$ cat src/rtl/windowed_winner_select.sv
// Windowed winner-take-all readout: counts spikes per output node over a fixed window,
// scans the counters for the argmax and offers the winning index on a valid/ready port.
module windowed_winner_select #(
    parameter int NUM_NODES  = 10,
    parameter int CNT_W      = 16,
    parameter int WINDOW_LEN = 256
) (
    input  logic                          clk_i,
    input  logic                          rst_i,
    input  logic [NUM_NODES-1:0]          nodes_i,
    input  logic                          valid_i,
    output logic                          ready_o,
    output logic [$clog2(NUM_NODES):0]    winner_o,
    output logic [CNT_W-1:0]              max_count_o,
    output logic                          tie_o,
    output logic                          none_o,
    output logic                          res_valid_o,
    input  logic                          res_ready_i
);
    localparam int IDX_W  = $clog2(NUM_NODES) + 1;
    localparam int STEP_W = $clog2(WINDOW_LEN + 1);
    localparam logic [IDX_W-1:0]  LAST_IDX  = IDX_W'(NUM_NODES - 1);
    localparam logic [STEP_W-1:0] LAST_STEP = STEP_W'(WINDOW_LEN - 1);
    localparam logic [CNT_W-1:0]  CNT_MAX   = '1;

    typedef enum logic [1:0] {S_COUNT, S_SCAN, S_RESULT} state_t;

    state_t            state_q, state_d;
    logic [CNT_W-1:0]  cnt_q [NUM_NODES];
    logic [CNT_W-1:0]  cnt_d [NUM_NODES];
    logic [STEP_W-1:0] step_q, step_d;
    logic [IDX_W-1:0]  idx_q, idx_d;
    logic [CNT_W-1:0]  best_q, best_d;
    logic [IDX_W-1:0]  best_idx_q, best_idx_d;
    logic              tie_q, tie_d;

    logic              accept;
    logic              window_done;
    logic              scan_done;
    logic              res_fire;
    logic [CNT_W-1:0]  scan_cnt;

    function automatic logic [CNT_W-1:0] sat_inc(input logic [CNT_W-1:0] v, input logic inc);
        if (inc && (v != CNT_MAX)) begin
            return v + CNT_W'(1);
        end
        return v;
    endfunction

    always_comb begin
        accept      = valid_i && (state_q == S_COUNT);
        window_done = accept && (step_q == LAST_STEP);
        scan_done   = (state_q == S_SCAN) && (idx_q == LAST_IDX);
        res_fire    = (state_q == S_RESULT) && res_ready_i;
    end

    // Counter select by comparison keeps the index width independent of the array depth.
    always_comb begin
        scan_cnt = '0;
        for (int i = 0; i < NUM_NODES; i++) begin
            if (idx_q == IDX_W'(i)) begin
                scan_cnt = cnt_q[i];
            end
        end
    end

    always_ff @(posedge clk_i) begin
        if (!rst_i) begin
            state_q <= S_COUNT;
        end else begin
            state_q <= state_d;
        end
    end

    always_comb begin
        state_d = state_q;
        case (state_q)
            S_COUNT:  if (window_done) state_d = S_SCAN;
            S_SCAN:   if (scan_done)   state_d = S_RESULT;
            S_RESULT: if (res_ready_i) state_d = S_COUNT;
            default:  state_d = S_COUNT;
        endcase
    end

    always_comb begin
        ready_o     = (state_q == S_COUNT);
        res_valid_o = (state_q == S_RESULT);
        winner_o    = '0;
        max_count_o = '0;
        tie_o       = 1'b0;
        none_o      = 1'b0;
        if (state_q == S_RESULT) begin
            winner_o    = best_idx_q;
            max_count_o = best_q;
            tie_o       = tie_q && (best_q != '0);
            none_o      = (best_q == '0);
        end
    end

    always_comb begin
        cnt_d      = cnt_q;
        step_d     = step_q;
        idx_d      = idx_q;
        best_d     = best_q;
        best_idx_d = best_idx_q;
        tie_d      = tie_q;
        if (accept) begin
            for (int i = 0; i < NUM_NODES; i++) begin
                cnt_d[i] = sat_inc(cnt_q[i], nodes_i[i]);
            end
            step_d = window_done ? '0 : step_q + STEP_W'(1);
        end
        // Strict greater-than keeps the lowest index on equal counts.
        if (state_q == S_SCAN) begin
            idx_d = scan_done ? '0 : idx_q + IDX_W'(1);
            if (idx_q == '0) begin
                best_d     = scan_cnt;
                best_idx_d = '0;
                tie_d      = 1'b0;
            end else if (scan_cnt > best_q) begin
                best_d     = scan_cnt;
                best_idx_d = idx_q;
                tie_d      = 1'b0;
            end else if (scan_cnt == best_q) begin
                tie_d      = 1'b1;
            end
        end
        if (res_fire) begin
            for (int i = 0; i < NUM_NODES; i++) begin
                cnt_d[i] = '0;
            end
            step_d = '0;
        end
    end

    always_ff @(posedge clk_i) begin
        if (!rst_i) begin
            for (int i = 0; i < NUM_NODES; i++) begin
                cnt_q[i] <= '0;
            end
            step_q     <= '0;
            idx_q      <= '0;
            best_q     <= '0;
            best_idx_q <= '0;
            tie_q      <= 1'b0;
        end else begin
            cnt_q      <= cnt_d;
            step_q     <= step_d;
            idx_q      <= idx_d;
            best_q     <= best_d;
            best_idx_q <= best_idx_d;
            tie_q      <= tie_d;
        end
    end
endmodule

$ cat config.mk
export PLATFORM = sky130hd
export DESIGN_NAME = windowed_winner_select
export DESIGN_NICKNAME = d
export VERILOG_FILES = /design/src/rtl/windowed_winner_select.sv
export SDC_FILE = /design/constraint.sdc
export NUM_CORES = 1
export LEC_CHECK = 0
export ABC_AREA = 1
export CAP_MARGIN = 15
export CORE_MARGIN = 4
export CORE_UTILIZATION = 63
export CTS_CLUSTER_DIAMETER = 120
export DETAILED_ROUTE_END_ITERATION = 6
export GPL_TIMING_DRIVEN = 0
export PLACE_DENSITY = 0.82
export SLEW_MARGIN = 20
export SYNTH_ARGS = -nofsm -noshare
export SYNTH_HDL_FRONTEND = slang
export SYNTH_SLANG_ARGS = --single-unit
$ cat constraint.sdc
create_clock -name clk_i -period 3.76 [get_ports clk_i]
set_input_delay 0.376 -clock clk_i [delete_from_list [all_inputs] [get_ports clk_i]]
set_output_delay 0.376 -clock clk_i [all_outputs]
set_load 0.005 [all_outputs]
# ---- Yosys cells after proc, flatten, opt, wreduce, memory -nomap -nowiden
# Cells that the tools add are included.
dict set report word_totals {
  romBits 0
  output_inout_bits 25
  latch_bits 0
  ff_bits 198
  word_cells 148
  in_bits 14
  mem_bits_rw 0
  n_memories 0
}
dict set report classes {
  div_mod_pow 0
  n_reduce_logical 35
  mux 57
  shifts 0
  n_eq_ne 26
  multipliers 0
  n_addsub 12
  magnitude_cmp 1
  bitwise 1
}
# cell n
set ops {}
lappend ops {{16-bit two-way mux} 23}
lappend ops {{16-bit by 1-bit adder with 16-bit output (second input constant)} 10}
lappend ops {{16-bit != test (second input constant)} 10}
lappend ops {{1-bit two-way mux} 25}
lappend ops {{2-bit AND reduction} 12}
lappend ops {{5-bit by 3-bit equality test with 1-bit output (second input constant)} 4}
lappend ops {{5-bit two-way mux} 4}
lappend ops {{16-bit equality test} 1}
lappend ops {{16-bit > comparator} 1}
lappend ops {{16-bit zero test} 1}
lappend ops {{16-bit nonzero test} 1}
lappend ops {{1-bit logical AND} 15}
lappend ops {{5-bit by 2-bit equality test with 1-bit output (second input constant)} 2}
lappend ops {{5-bit by 4-bit equality test with 1-bit output (second input constant)} 2}
lappend ops {{9-bit by 1-bit adder with 9-bit output (second input constant)} 1}
lappend ops {{9-bit by 8-bit equality test with 1-bit output (second input constant)} 1}
lappend ops {{9-bit two-way mux} 1}
lappend ops {{2-bit two-way mux} 3}
lappend ops {{2-bit case mux with 3 select lines} 1}
lappend ops {{5-bit by 1-bit adder with 5-bit output (second input constant)} 1}
lappend ops {{5-bit by 1-bit equality test with 1-bit output (second input constant)} 1}
lappend ops {{5-bit zero test} 1}
lappend ops {{2-bit by 1-bit != test with 1-bit output (second input constant)} 2}
lappend ops {{3-bit AND reduction} 1}
lappend ops {{other kinds (8)} 8}

# ---- Depth between registers and ports, before layout
# Gate-level depths: netlist (run 1).
dict set report logic_depth {
  word_depth 15
  depth_mapped 31
  ltp_nobuf 30
}

# ---- Worst setup path before layout (run 1)
# No wires, ideal clock.
dict set report synth_timing {
  path_type {reg2reg}
  startpoint {register idx_q[1]}
  endpoint {register best_q[10]}
  path_stages_with_launch 27
  t_arrival_ns 3.062
  setup_slack_ns 0.639
  n_path_buf 3
  cell_sequence {dfxtp_1 -> inv_1 -> ha_1 -> inv_1 -> nor2_1 -> nand2_1 -> clkbuf_1 -> clkbuf_1 -> nand2_1 -> inv_1 -> nand3_1 -> nand2_1 -> inv_1 -> ha_1 -> nand2_1 -> inv_1 -> nand3_1 -> nor3_1 -> nand2_1 -> nand2_1 -> nand2_1 -> nand2_1 -> nand2_2 -> nor2_4 -> buf_6 -> nand3_1 -> nand2_1}
}
dict set report synth_between {
  elab_chain_cells 14
  elab_cells_between_ends 25
  cone_classes {1 x order compare; 9 x eq/ne; 12 x mux; 3 x reduce/logical}
}
# item line_no
set synth_lines {}
lappend synth_lines {{start, declared} 32} ;# logic [IDX_W-1:0] idx_q, idx_d;
lappend synth_lines {{start signal, assigned} 149} ;# idx_q <= idx_d;
lappend synth_lines {{5-bit zero test} 61} ;# if (idx_q == IDX_W'(i)) begin
lappend synth_lines {{16-bit two-way mux (9 in a row)} 61}
lappend synth_lines {{16-bit two-way mux *} 61}
lappend synth_lines {{named net scan_cnt[15]} 41} ;# logic [CNT_W-1:0] scan_cnt;
lappend synth_lines {{16-bit > comparator *} 120} ;# end else if (scan_cnt > best_q) begin
lappend synth_lines {{2-bit nonzero test (no line) *} -}
lappend synth_lines {{2-bit AND reduction (no line) *} -}
lappend synth_lines {{end signal, assigned} 150} ;# best_q <= best_d;
lappend synth_lines {{end, declared} 33} ;# logic [CNT_W-1:0] best_q, best_d;
# The timed path passes the listed nets; every way through them passes the cells marked *. The select of a mux whose other input is x is not followed.
# A chain may end at the register's enable or synchronous reset.

# ---- Final worst setup path (run 1)
dict set report layout_timing {
  startpoint {register idx_q[1]}
  endpoint {register best_idx_q[2]}
}
dict set report layout_between {
  elab_chain_cells 14
  elab_cells_between_ends 24
  cone_classes {1 x order compare; 9 x eq/ne; 11 x mux; 3 x reduce/logical}
}
# item line_no
set layout_lines {}
lappend layout_lines {{5-bit zero test} 61}
lappend layout_lines {{16-bit two-way mux (9 in a row)} 61}
lappend layout_lines {{16-bit two-way mux *} 61}
lappend layout_lines {{named net scan_cnt[11]} 41}
lappend layout_lines {{16-bit > comparator *} 120}
lappend layout_lines {{2-bit nonzero test (no line) *} -}
lappend layout_lines {{2-bit AND reduction (no line) *} -}
lappend layout_lines {{end signal, assigned} 151} ;# best_idx_q <= best_idx_d;
lappend layout_lines {{end, declared} 34} ;# logic [IDX_W-1:0] best_idx_q, best_idx_d;
# The timed path passes the listed nets; every way through them passes the cells marked *.

==> results of run 1 <==
==> critical path: cells and delay by family (launching register included) <==
| kind | cells | cell delay, ns |
|---|---|---|
| fa+ha+maj | 2 | 0.38 |
| buf+inv | 4 | 0.45 |
| flops | 1 | 0.37 |
| simple gates | 18 | 1.97 |
| compound gates | 3 | 0.40 |
==> layout make-up <==
class                           count  area share [%]
Clock inverter                     14            1.37
Tap cell                          260            2.35
Buffer                             58            2.26
Multi-Input combinational cell   1359            49.6
Sequential cell                   198            28.8
Timing Repair Buffer               52            3.57
Inverter                          325            8.86
Clock buffer                       18            3.18
==> layer usage <==
layer / up-vias / global-route usage, % / part of all wire, %
met1: 5933 / 44.1 / 42
met5: - / 0 / 0
met2: 667 / 51.0 / 44
met4: 0 / 12.5 / 3.6
met3: 103 / 5.34 / 10
li1: 6382 / - / -
==> state kept, by name, summed over array words and instances (netlist names) <==
| signal | flops |
|---|---|
| state_q | 2 |
| best_q | 16 |
| best_idx_q | 5 |
| idx_q | 5 |
| cnt_q | 160 |
| step_q | 9 |
| tie_q | 1 |
==> what timing repair did <==
action | CTS | global route
endpoints found under the setup margin | 22 | 22
gates cloned | 0 | 1
pin swaps | 1 | 14
setup buffers | 3 | 10
gates resized for setup | 6 | 82
==> worst min path at each step <==
stage                                start                      to  slack [ns]
finish              step_q[8]$_SDFFE_PP0P_  step_q[8]$_SDFFE_PP0P_        0.45
global route        best_q[9]$_SDFFE_PN0P_  best_q[9]$_SDFFE_PN0P_        0.49
CTS                 step_q[8]$_SDFFE_PP0P_  step_q[8]$_SDFFE_PP0P_        0.45
global placement    step_q[8]$_SDFFE_PP0P_  step_q[8]$_SDFFE_PP0P_        0.43
floorplan           step_q[8]$_SDFFE_PP0P_  step_q[8]$_SDFFE_PP0P_        0.42
detailed placement  step_q[8]$_SDFFE_PP0P_  step_q[8]$_SDFFE_PP0P_        0.43
==> placed cells by master (no fill, tap or decap), drive strengths merged <==
master         instances
a211oi                 2
a21boi                 5
a21o                   1
a21oi                140
a31oi                  6
and2                   2
and3                   7
buf                   43
bufinv                 3
clkbuf                47
clkdlybuf4s50         38
clkinv                 4
clkinvlp               3
dfxtp                198
ha                    31
inv                  329
nand2                477
nand3                179
nand3b                 2
nand4                 34
nor2                 148
nor3                  83
nor3b                 11
nor4                  19
o21a                   2
o21ai                147
o21bai                 7
o22ai                  2
or2                    3
xnor2                 16
xor2                  35
==> cells by family (layout without fill, tap and decap cells) <==
kind of cell    count (synthesis)  count (layout)
buf+inv                       384             467
fa+ha+maj                      31              31
simple gates                  965             965
xor+xnor                       51              51
flops                         198             198
compound gates                312             312
==> metrics by stage <==
step | util [%] | setup TNS [ns] | cells | hold slack [ns]
2_1_floorplan | - | 0 | 1941 | 0.424
3_3_place_gp | 68.2 | -1.66 | 2239 | 0.433
3_5_place_dp | 68.2 | -3.06 | 2239 | 0.435
4_1_cts | 71.7 | 0 | 2274 | 0.445
5_1_grt | 73.4 | -0.992 | 2284 | 0.486
6_report | 73.4 | 0 | 2284 | 0.447
==> report_power, final <==
group	leakage, µW	internal (µW)	switching (µW)
combinational	0.00329	62.0	163
sequential	0.00160	2110	18.6
clock	0.000302	1080	889
total	0.00519	3260	1070
==> reports/qor.yml, run 1 <==
setup.worst_path.start: "idx_q[1]$_SDFFE_PN0P_"
antenna_found_initial: 0
critical_path.slowest_cell: "sky130_fd_sc_hd__dfxtp_4"
vias_in_the_first_global_route: 11701
io_pins: 39
holdBufCountCts: 0
grt-ovfl-total: 0
fin_area_um2: 13800
synth-seq-area-share_pct: 32.7
route.vias.total: 13085
synth.top_cells.by_count: "sky130_fd_sc_hd__nand2_1, sky130_fd_sc_hd__inv_1, sky130_fd_sc_hd__dfxtp_1"
grt_start_max_net_pins: 19
start_util_pct: 64.5
worst-endpoint-required_ns: 4.10
min_delay_worst_type: "register to register"
worstHoldPathCells: 2
finalCriticalPeriod_ns: 3.70
pre_cts_slack_ns: -0.248
finalHoldViolCount: 0
worstSetupEndpoint: "best_idx_q[2]$_SDFFE_PN0P_"
timing.final.crit_share_pct: 98.5
synth_enable_flop_cells: 0
port-buffer-count: 38
synth.avg_cell_area_um2: 6.25
route.antenna.remaining_nets: 0
timing_max_transition_violations_final: 0
netlist_instances: 1941
ctsHtreeMaxLevel: 4
p_leak_uw: 0.00519
r2r_start: "idx_q[1]$_SDFFE_PN0P_"
maximum_single_stage_delay_on_the_critical_path_ns: 0.37
synth_most_common_cell: "sky130_fd_sc_hd__nand2_1"
die_w_um: 147
place.gp.congestion: 1.04
final-seq-area_um2: 3980
skew_ns: 0.0123
remaining_drc_errors: 0
synth_mux_area_share_pct: 0
floorplan_die_height_um: 147
row_count: 50
cpMostUsedCell: "sky130_fd_sc_hd__nand2_1"
fill_cells: 1576
global_route_wire_length_before_repair_um: 56800
avgViaCountPerCell: 5.73
tritoncts: "done"
synthTopCellsByArea: "sky130_fd_sc_hd__dfxtp_1, sky130_fd_sc_hd__nand2_1, sky130_fd_sc_hd__inv_1"
groute.usage.overall_pct: 32.2
worstReg2RegEnd: "best_idx_q[2]$_SDFFE_PN0P_"
setup.worst_path.start_class: "register"
cts-root-buf: "sky130_fd_sc_hd__clkbuf_16"
drtIter0Drc: 1244
worstSkewPairLatency_ns: 0.45
layout-drive-gt1-share_pct: 7.51
clockBufferDepth: 2
core_region_area_um2: 18800
largest_family_of_logic_cells_by_synthesized_area: "simple AND/OR/NAND/NOR gates"
finalWorstSetupSlack_ns: 0.0583
drt-total-wl_um: 36100
synth-main-ff-cell: "sky130_fd_sc_hd__dfxtp_1"
synth-async-reset-ratio_pct: 0
total_power_uw: 4330
yosys.area.top_type_share_pct: 32.7
drt_first_pass_iters: 6
rrSetupSlack_ns: 0.06
worstRegToRegCells: 27
timing.critical_path.fanout_max: 10
final-setup-viol-count: 0
synthesis.nets: 1986
synthDominantAreaCellType: "sky130_fd_sc_hd__dfxtp_1"
worst-endpoint-arrival_ns: 4.04
drv.max_cap_violation_count: 0
areaGrowthSynthToFinish_pct: 13.8
cts_inserted_buffers: 17
routedWlPerCell_um: 15.8
post_synth_xor_xnor_area_pct: 3.68
fmax_mhz: 270
final_net_count: 2056
share_of_synthesized_cell_area_in_full_adder_half_adder_and_majority_cells_pct: 3.20
cts.sinks: 198
worstMarginPinSlew_ns: 1.02
synth_compound_area_share_pct: 13.3
endpoint_kind: "register"
status: "finished clean"
antenna_cells: 0
area_of_the_multi_input_gates_um2: 6860
place_hpwl_um: 26500
syn-cell-area_um2: 12100
ir_drop_uv: 331
synth_cell_types: 40
max-slew-margin-rel_pct: 31.8
worst_setup_hold_path_clk_slew_ns: 0.08
die_area_um2: 21600
synth_warnings: 0
post_synth_simple_gate_area_pct: 34.8
power_per_cell_area_nw_per_um2: 313
placed_area_um2: 12800
number_of_storage_elements_in_the_synthesis_netlist: 198
worst-setup-path-type: "register to register"
Power figures use the tool's default switching activity.
==> run 2: changes to the inputs <==
--- a/config.mk
+++ b/config.mk
@@ -7,12 +7,12 @@
 export LEC_CHECK = 0
 export ABC_AREA = 1
 export CAP_MARGIN = 15
-export CORE_MARGIN = 4
+export CORE_ASPECT_RATIO = 2
 export CORE_UTILIZATION = 63
 export CTS_CLUSTER_DIAMETER = 120
 export DETAILED_ROUTE_END_ITERATION = 6
 export GPL_TIMING_DRIVEN = 0
-export PLACE_DENSITY = 0.82
+export PLACE_DENSITY = 0.89
 export SLEW_MARGIN = 20
 export SYNTH_ARGS = -nofsm -noshare
 export SYNTH_HDL_FRONTEND = slang
==> reports/qor.yml, run 2 (synthesis gave the netlist of run 1 again) <==
status: "finished with violations"
failed_checks: "DRC, setup timing"
avgViaCountPerCell: 5.85  # +2.0%
io_pins: 39  # unchanged
cts_inserted_buffers: 17  # unchanged
fin_util_pct: 73.3  # -0.096 points
clockBufferDepth: 2  # unchanged
largest-register: "cnt_q"
layout_commonest_cell: "sky130_fd_sc_hd__nand2_1"
fin_area_um2: 13800  # -0.12%
p_leak_uw: 0.00512  # -1.3%
critical_path.slowest_cell: "sky130_fd_sc_hd__nor2_2"
route.vias.total: 13316  # +1.8%
crit_buf_inv: 3  # -1
timing_max_transition_violations_final: 0  # unchanged
skew_ns: 0.0115  # -0.000853 ns
drv.max_cap_violation_count: 0  # unchanged
power_per_cell_area_nw_per_um2: 310  # -1.2%
row_count: 71  # +42%
worstSkewPairLatency_ns: 0.47  # +0.02 ns
finalCriticalPeriod_ns: 3.76  # +0.0615 ns
antenna_found_initial: 1  # +1
die_w_um: 100  # -32%
finalWorstSetupSlack_ns: -0.00322  # -0.0615 ns
layout-drive-gt1-share_pct: 7.56  # +0.053 points
worstSetupEndpoint: "best_q[4]$_SDFFE_PN0P_"
worst_setup_hold_path_clk_slew_ns: 0.07  # about the same
cts-root-buf: "sky130_fd_sc_hd__clkbuf_16"
routedWlPerCell_um: 18.5  # +17%
rrSetupSlack_ns: -0.003  # -0.06 ns
worst-setup-path-type: "register to register"
port-buffer-count: 38  # unchanged
largest_reg_flops: 160  # unchanged
core_region_area_um2: 18800  # about the same
floorplan_die_height_um: 198  # +35%
layout.cells.most_common_list: "sky130_fd_sc_hd__nand2_1, sky130_fd_sc_hd__inv_1, sky130_fd_sc_hd__dfxtp_1"
areaGrowthSynthToFinish_pct: 13.7
route.antenna.remaining_nets: 0  # unchanged
min_hold_slack_ns: 0.449  # +0.00248 ns
drt-total-wl_um: 42000  # +16%
vias_in_the_first_global_route: 12868  # +10%
worst-endpoint-arrival_ns: 4.18  # +0.14 ns
worstReg2RegEnd: "best_q[4]$_SDFFE_PN0P_"
grt_start_max_net_pins: 17  # -2
met2RoutedLength_um: 21500  # +35%
remaining_drc_errors: 15  # +15
dp.cells: 2234  # -0.22%
met3_length_um: 2440  # -33%
worstSetupPathDepth: 25  # -7.4%
rsz0062_at_grt: "yes"
groute.usage.overall_pct: 42.9  # +11 points
cpMostUsedCell: "sky130_fd_sc_hd__nand2_1"
final-setup-viol-count: 1  # +1
drt_first_pass_iters: 7  # +1
die_area_um2: 19900  # -7.8%
ctsHtreeMaxLevel: 4  # unchanged
antenna_cells: 0  # unchanged
grt-ovfl-total: 0  # unchanged
setup.worst_path.start: "idx_q[3]$_SDFFE_PN0P_"
highest_layer: "met5"
worst-endpoint-required_ns: 4.17  # +0.07 ns
critical_path_s_top_delay_family: "simple AND/OR/NAND/NOR gates"
finalHoldViolCount: 0  # unchanged
r2r_start: "idx_q[3]$_SDFFE_PN0P_"
holdBufCountCts: 0  # unchanged
tritoncts: "done"
place_hpwl_um: 31600  # +19%
layout.cells.non_filler: 2278  # -0.26%
worstMarginPinSlew_ns: 1.03  # +0.0105 ns
cts.sinks: 198  # unchanged
totalNegativeSetupSlack_ns: -0.00322  # -0.00322 ns
place.gp.congestion: 1.01  # -2.5%
setup.worst_path.start_class: "register"
ir_drop_uv: 302  # -9.0%
min_delay_worst_type: "register to register"
worstRegToRegCells: 25  # -7.4%
fmax_mhz: 266  # -1.6%
start_util_pct: 64.5  # about the same
global_route_wire_length_before_repair_um: 64100  # +13%
placed_area_um2: 12800  # about the same
endpoint_kind: "register"
maximum_single_stage_delay_on_the_critical_path_ns: 0.42  # +0.05 ns
timing.critical_path.fanout_max: 10  # unchanged
max-slew-margin-rel_pct: 30.5  # -1.3 points
drtIter0Drc: 820  # -34%
timing.final.crit_share_pct: 100  # +1.6 points
final_net_count: 2055  # -0.049%
drt-met1-wl_um: 13700  # -10%
regs_by_ff_count: "cnt_q: 160 flops, best_q: 16 flops, step_q: 9 flops"
[run 2: cell types whose count changed in the layout (fill, tap and decap cells not counted), sizes merged]
cell      before  now
bufinv         3    2
clkinv         4    7
clkinvlp       3    5
inv          329  323
clkbuf        47   48
[run 2: worst min path at each step]
stage                           start                     end  slack, ns  cells past startpoint
5_1_grt        step_q[8]$_SDFFE_PP0P_  step_q[8]$_SDFFE_PP0P_       0.47                      2
6_report       step_q[8]$_SDFFE_PP0P_  step_q[8]$_SDFFE_PP0P_       0.45                      2
3_5_place_dp   step_q[8]$_SDFFE_PP0P_  step_q[8]$_SDFFE_PP0P_       0.44                      2
2_1_floorplan  step_q[8]$_SDFFE_PP0P_  step_q[8]$_SDFFE_PP0P_       0.42                      2
3_3_place_gp   step_q[8]$_SDFFE_PP0P_  step_q[8]$_SDFFE_PP0P_       0.44                      2
4_1_cts        step_q[8]$_SDFFE_PP0P_  step_q[8]$_SDFFE_PP0P_       0.45                      2
[run 2: repair_timing]
action,CTS,global route
setup buffers,3,8
gates cloned,0,2
gates resized for setup,24,70
pin swaps,3,13
setup endpoints to repair,22,22
[run 2: area by class of cell]
class,instances,area (µm²)
multi-input combinational,1359,6880
fill,1673,5030
sequential,198,3970
inverter,325,1230
clock buffer,21,480
timing repair buffer,50,474
tap,255,319
buffer,58,313
clock inverter,11,123
timing repair inverter,1,5.00
[run 2: worst reg2reg max path: cells and delay by family (launching register included)]
family | cells | cell delay (ns)
and+or+nand+nor | 18 | 2.08
buffers and inverters | 3 | 0.45
AOI/OAI and AO/OA | 3 | 0.45
DFF | 1 | 0.40
adders and majority gates | 1 | 0.30
[run 2: where the power goes]
group / total [µW] / switching (µW) / leakage (µW) / internal, µW
registers: 2130 / 18.7 / 0.00160 / 2110
clock network: 1910 / 858 / 0.000299 / 1050
logic: 234 / 171 / 0.00322 / 62.9
[run 2: per-layer routing]
metal | GRT usage [%] | vias to the layer above
li1 | - | 6380
met1 | 38.1 | 6018
met2 | 77.9 | 642
met3 | 9.28 | 274
met4 | 40.4 | 2
met5 | 0 | -
[run 2: metrics by stage]
| step | total power [µW] | setup WS [ns] |
|---|---|---|
| after CTS | 4270 | 0.00393 |
| after floorplan | 2310 | 0.639 |
| after detailed placement | 2400 | -0.569 |
| after global routing | 4370 | -0.168 |
| final | 4270 | -0.00322 |
| after global placement | 2400 | -0.527 |
==> run 3: changes to the inputs <==
--- a/config.mk
+++ b/config.mk
@@ -8,11 +8,11 @@
 export ABC_AREA = 1
 export CAP_MARGIN = 15
 export CORE_ASPECT_RATIO = 2
-export CORE_UTILIZATION = 63
+export CORE_UTILIZATION = 56
 export CTS_CLUSTER_DIAMETER = 120
 export DETAILED_ROUTE_END_ITERATION = 6
 export GPL_TIMING_DRIVEN = 0
-export PLACE_DENSITY = 0.89
+export PLACE_DENSITY = 0.84
 export SLEW_MARGIN = 20
 export SYNTH_ARGS = -nofsm -noshare
 export SYNTH_HDL_FRONTEND = slang
==> constraint.sdc (replaced) <==
create_clock -name clk_i -period 3.1 [get_ports clk_i]
set_input_delay 0.31 -clock clk_i [delete_from_list [all_inputs] [get_ports clk_i]]
set_output_delay 0.31 -clock clk_i [all_outputs]
set_load 0.005 [all_outputs]
==> reports/qor.yml, run 3 (synthesis gave the netlist of run 1 again) <==
worst-setup-path-type: "register to register"
route.antenna.remaining_nets: 0  # unchanged
global_route_wire_length_before_repair_um: 64800  # +1.0%
cts-root-buf: "sky130_fd_sc_hd__clkbuf_16"
largest-register: "cnt_q"
antenna_cells: 0  # unchanged
floorplan_die_height_um: 210  # +6.0%
worst-endpoint-arrival_ns: 3.95  # -0.23 ns
p_leak_uw: 0.00548  # +6.8%
worstMarginPinSlew_ns: 1.11  # +0.0744 ns
antenna_found_initial: 1  # unchanged
vias_in_the_first_global_route: 13151  # +2.2%
route.vias.total: 13555  # +1.8%
clockBufferDepth: 2  # unchanged
status: "finished with violations"
ctsHtreeMaxLevel: 4  # unchanged
largest_reg_flops: 160  # unchanged
cpMostUsedCell: "sky130_fd_sc_hd__nand2_2"
fmax_mhz: 282  # +6.2%
timing.critical_path.fanout_max: 10  # unchanged
finalHoldViolCount: 0  # unchanged
holdBufCountCts: 0  # unchanged
regs_by_ff_count: "cnt_q: 160 flops, best_q: 16 flops, step_q: 9 flops"
tritoncts: "done"
port-buffer-count: 38  # unchanged
drv.max_cap_violation_count: 0  # unchanged
grt-ovfl-total: 0  # unchanged
final-setup-viol-count: 22  # +21
layout.cells.most_common_list: "sky130_fd_sc_hd__nand2_1, sky130_fd_sc_hd__inv_1, sky130_fd_sc_hd__dfxtp_1"
max-slew-margin-rel_pct: 26.2  # -4.3 points
final_net_count: 2080  # +1.2%
rsz0062_at_grt: "yes"
total_power_uw: 5150  # +21%
layout-drive-gt1-share_pct: 12.9  # +5.3 points
start_util_pct: 57.5  # -7.0 points
finalWorstSetupSlack_ns: -0.444  # -0.441 ns
pre_cts_slack_ns: -1.28  # -0.715 ns
die_w_um: 106  # +5.9%
routedWlPerCell_um: 18.4  # -0.25%
skew_ns: 0.00938  # -0.00207 ns
worst-endpoint-required_ns: 3.51  # -0.66 ns
worst_setup_hold_path_clk_slew_ns: 0.08  # about the same
setup.worst_path.start_class: "register"
core_region_area_um2: 21100  # +12%
fin_util_pct: 68.7  # -4.6 points
critical_path.slowest_cell: "sky130_fd_sc_hd__dfxtp_4"
layout_commonest_cell: "sky130_fd_sc_hd__nand2_1"
drt-total-wl_um: 42700  # +1.5%
ir_drop_uv: 308  # +2.1%
endpoint_kind: "register"
avgViaCountPerCell: 5.85  # about the same
drtIter0Drc: 1021  # +25%
cp_cell_sequence: "buf_4, ha_4, nand2_8, buf_4, nand3_1, nand3_2, nand3_2, nand2_2, o21bai_1, nand2_1, nand2_2, a21boi_2, ha_1, nand3_4, nor3_4, nand2_1, nand2_2, nand2_2, nand2_2, nand2_4, nor2_4, buf_6, nand3_2, nand2_1"
cts.sinks: 198  # unchanged
timing.final.crit_share_pct: 114  # +14 points
remaining_drc_errors: 0  # -15
finalCriticalPeriod_ns: 3.54  # -0.219 ns
min_delay_worst_type: "register to register"
areaGrowthSynthToFinish_pct: 19.5
failed_checks: "setup timing"
grt_start_max_net_pins: 20  # +3
place.gp.congestion: 1.02  # +0.79%
timing_max_transition_violations_final: 0  # unchanged
drt_first_pass_iters: 7  # unchanged
row_count: 75  # +5.6%
fill_cells: 1802  # +7.7%
io_pins: 39  # unchanged
die_area_um2: 22300  # +12%
rrSetupSlack_ns: -0.44  # -0.44 ns
worstSkewPairLatency_ns: 0.46  # about the same
power_per_cell_area_nw_per_um2: 355  # +15%
maximum_single_stage_delay_on_the_critical_path_ns: 0.39  # -0.03 ns
groute.usage.overall_pct: 38.3  # -4.6 points
place_hpwl_um: 31200  # -1.4%
cts_inserted_buffers: 17  # unchanged
==> run 3: cell count changes in the layout (fill, tap and decap cells not counted), sizes merged <==
cell      delta
clkinv       +1
inv          +8
clkinvlp     -5
clkbuf       -1
bufinv       -1
buf         +23
==> run 3: layout make-up <==
class | instances | area [µm²] | share of cell area [%]
Clock inverter | 15 | 159 | 1.10
Buffer | 58 | 342 | 2.36
Inverter | 325 | 1240 | 8.53
Multi-Input combinational cell | 1359 | 7330 | 50.5
Sequential cell | 198 | 3980 | 27.4
Tap cell | 269 | 337 | 2.32
Timing Repair Buffer | 76 | 694 | 4.79
Clock buffer | 17 | 425 | 2.93
==> run 3: per-layer routing <==
layer	global-route usage, %	share of wire, %	vias to the layer above	routed length (µm)
met2	70.2	51	619	21700
met5	0	0.042	-	18
li1	-	-	6464	-
met1	32.4	31	6170	13200
met3	8.50	6.1	300	2590
met4	38.6	12	2	5140
==> run 3: metrics by stage <==
step / TNS [ns] / std cells / hold slack (ns) / area [µm²]
final: -8.63 / 2317 / 0.467 / 14500
after global routing: -11.50 / 2317 / 0.489 / 14500
after CTS: -6.56 / 2304 / 0.448 / 14100
after detailed placement: -25.77 / 2248 / 0.437 / 12900
after global placement: -24.62 / 2248 / 0.432 / 12900
after floorplan: 0 / 1941 / 0.424 / 12100
==> run 3: what timing repair did <==
item,in CTS,in global routing
resized for setup,148,76
buffers inserted,21,11
pin swaps,48,46
endpoints found under the setup margin,22,22
cloned,3,3
==> run 3: worst max-delay path, delay by kind of cell (launching register included) <==
kind	cells	cell delay [ns]
simple gates	17	1.82
fa+ha+maj	2	0.51
buf+inv	3	0.50
flops	1	0.39
compound gates	2	0.24
==> run 3: final timing paths <==
path | from | end | depth (start not counted)
worst max-delay path | idx_q[0]$_SDFFE_PN0P_ | best_q[2]$_SDFFE_PN0P_ | 24
worst min-delay path | cnt_q[63]$_SDFFE_PP0P_ | cnt_q[63]$_SDFFE_PP0P_ | 2
worst max register to register | idx_q[0]$_SDFFE_PN0P_ | best_q[2]$_SDFFE_PN0P_ | 24
worst min register to register | cnt_q[63]$_SDFFE_PP0P_ | cnt_q[63]$_SDFFE_PP0P_ | 2
==> run 3: report_power, final <==
| group | switching (µW) | internal, µW | leakage (µW) | total, µW |
|---|---|---|---|---|
| clock | 1130 | 1140 | 0.000290 | 2280 |
| sequential | 23.0 | 2560 | 0.00160 | 2580 |
| combinational | 211 | 81.4 | 0.00358 | 292 |
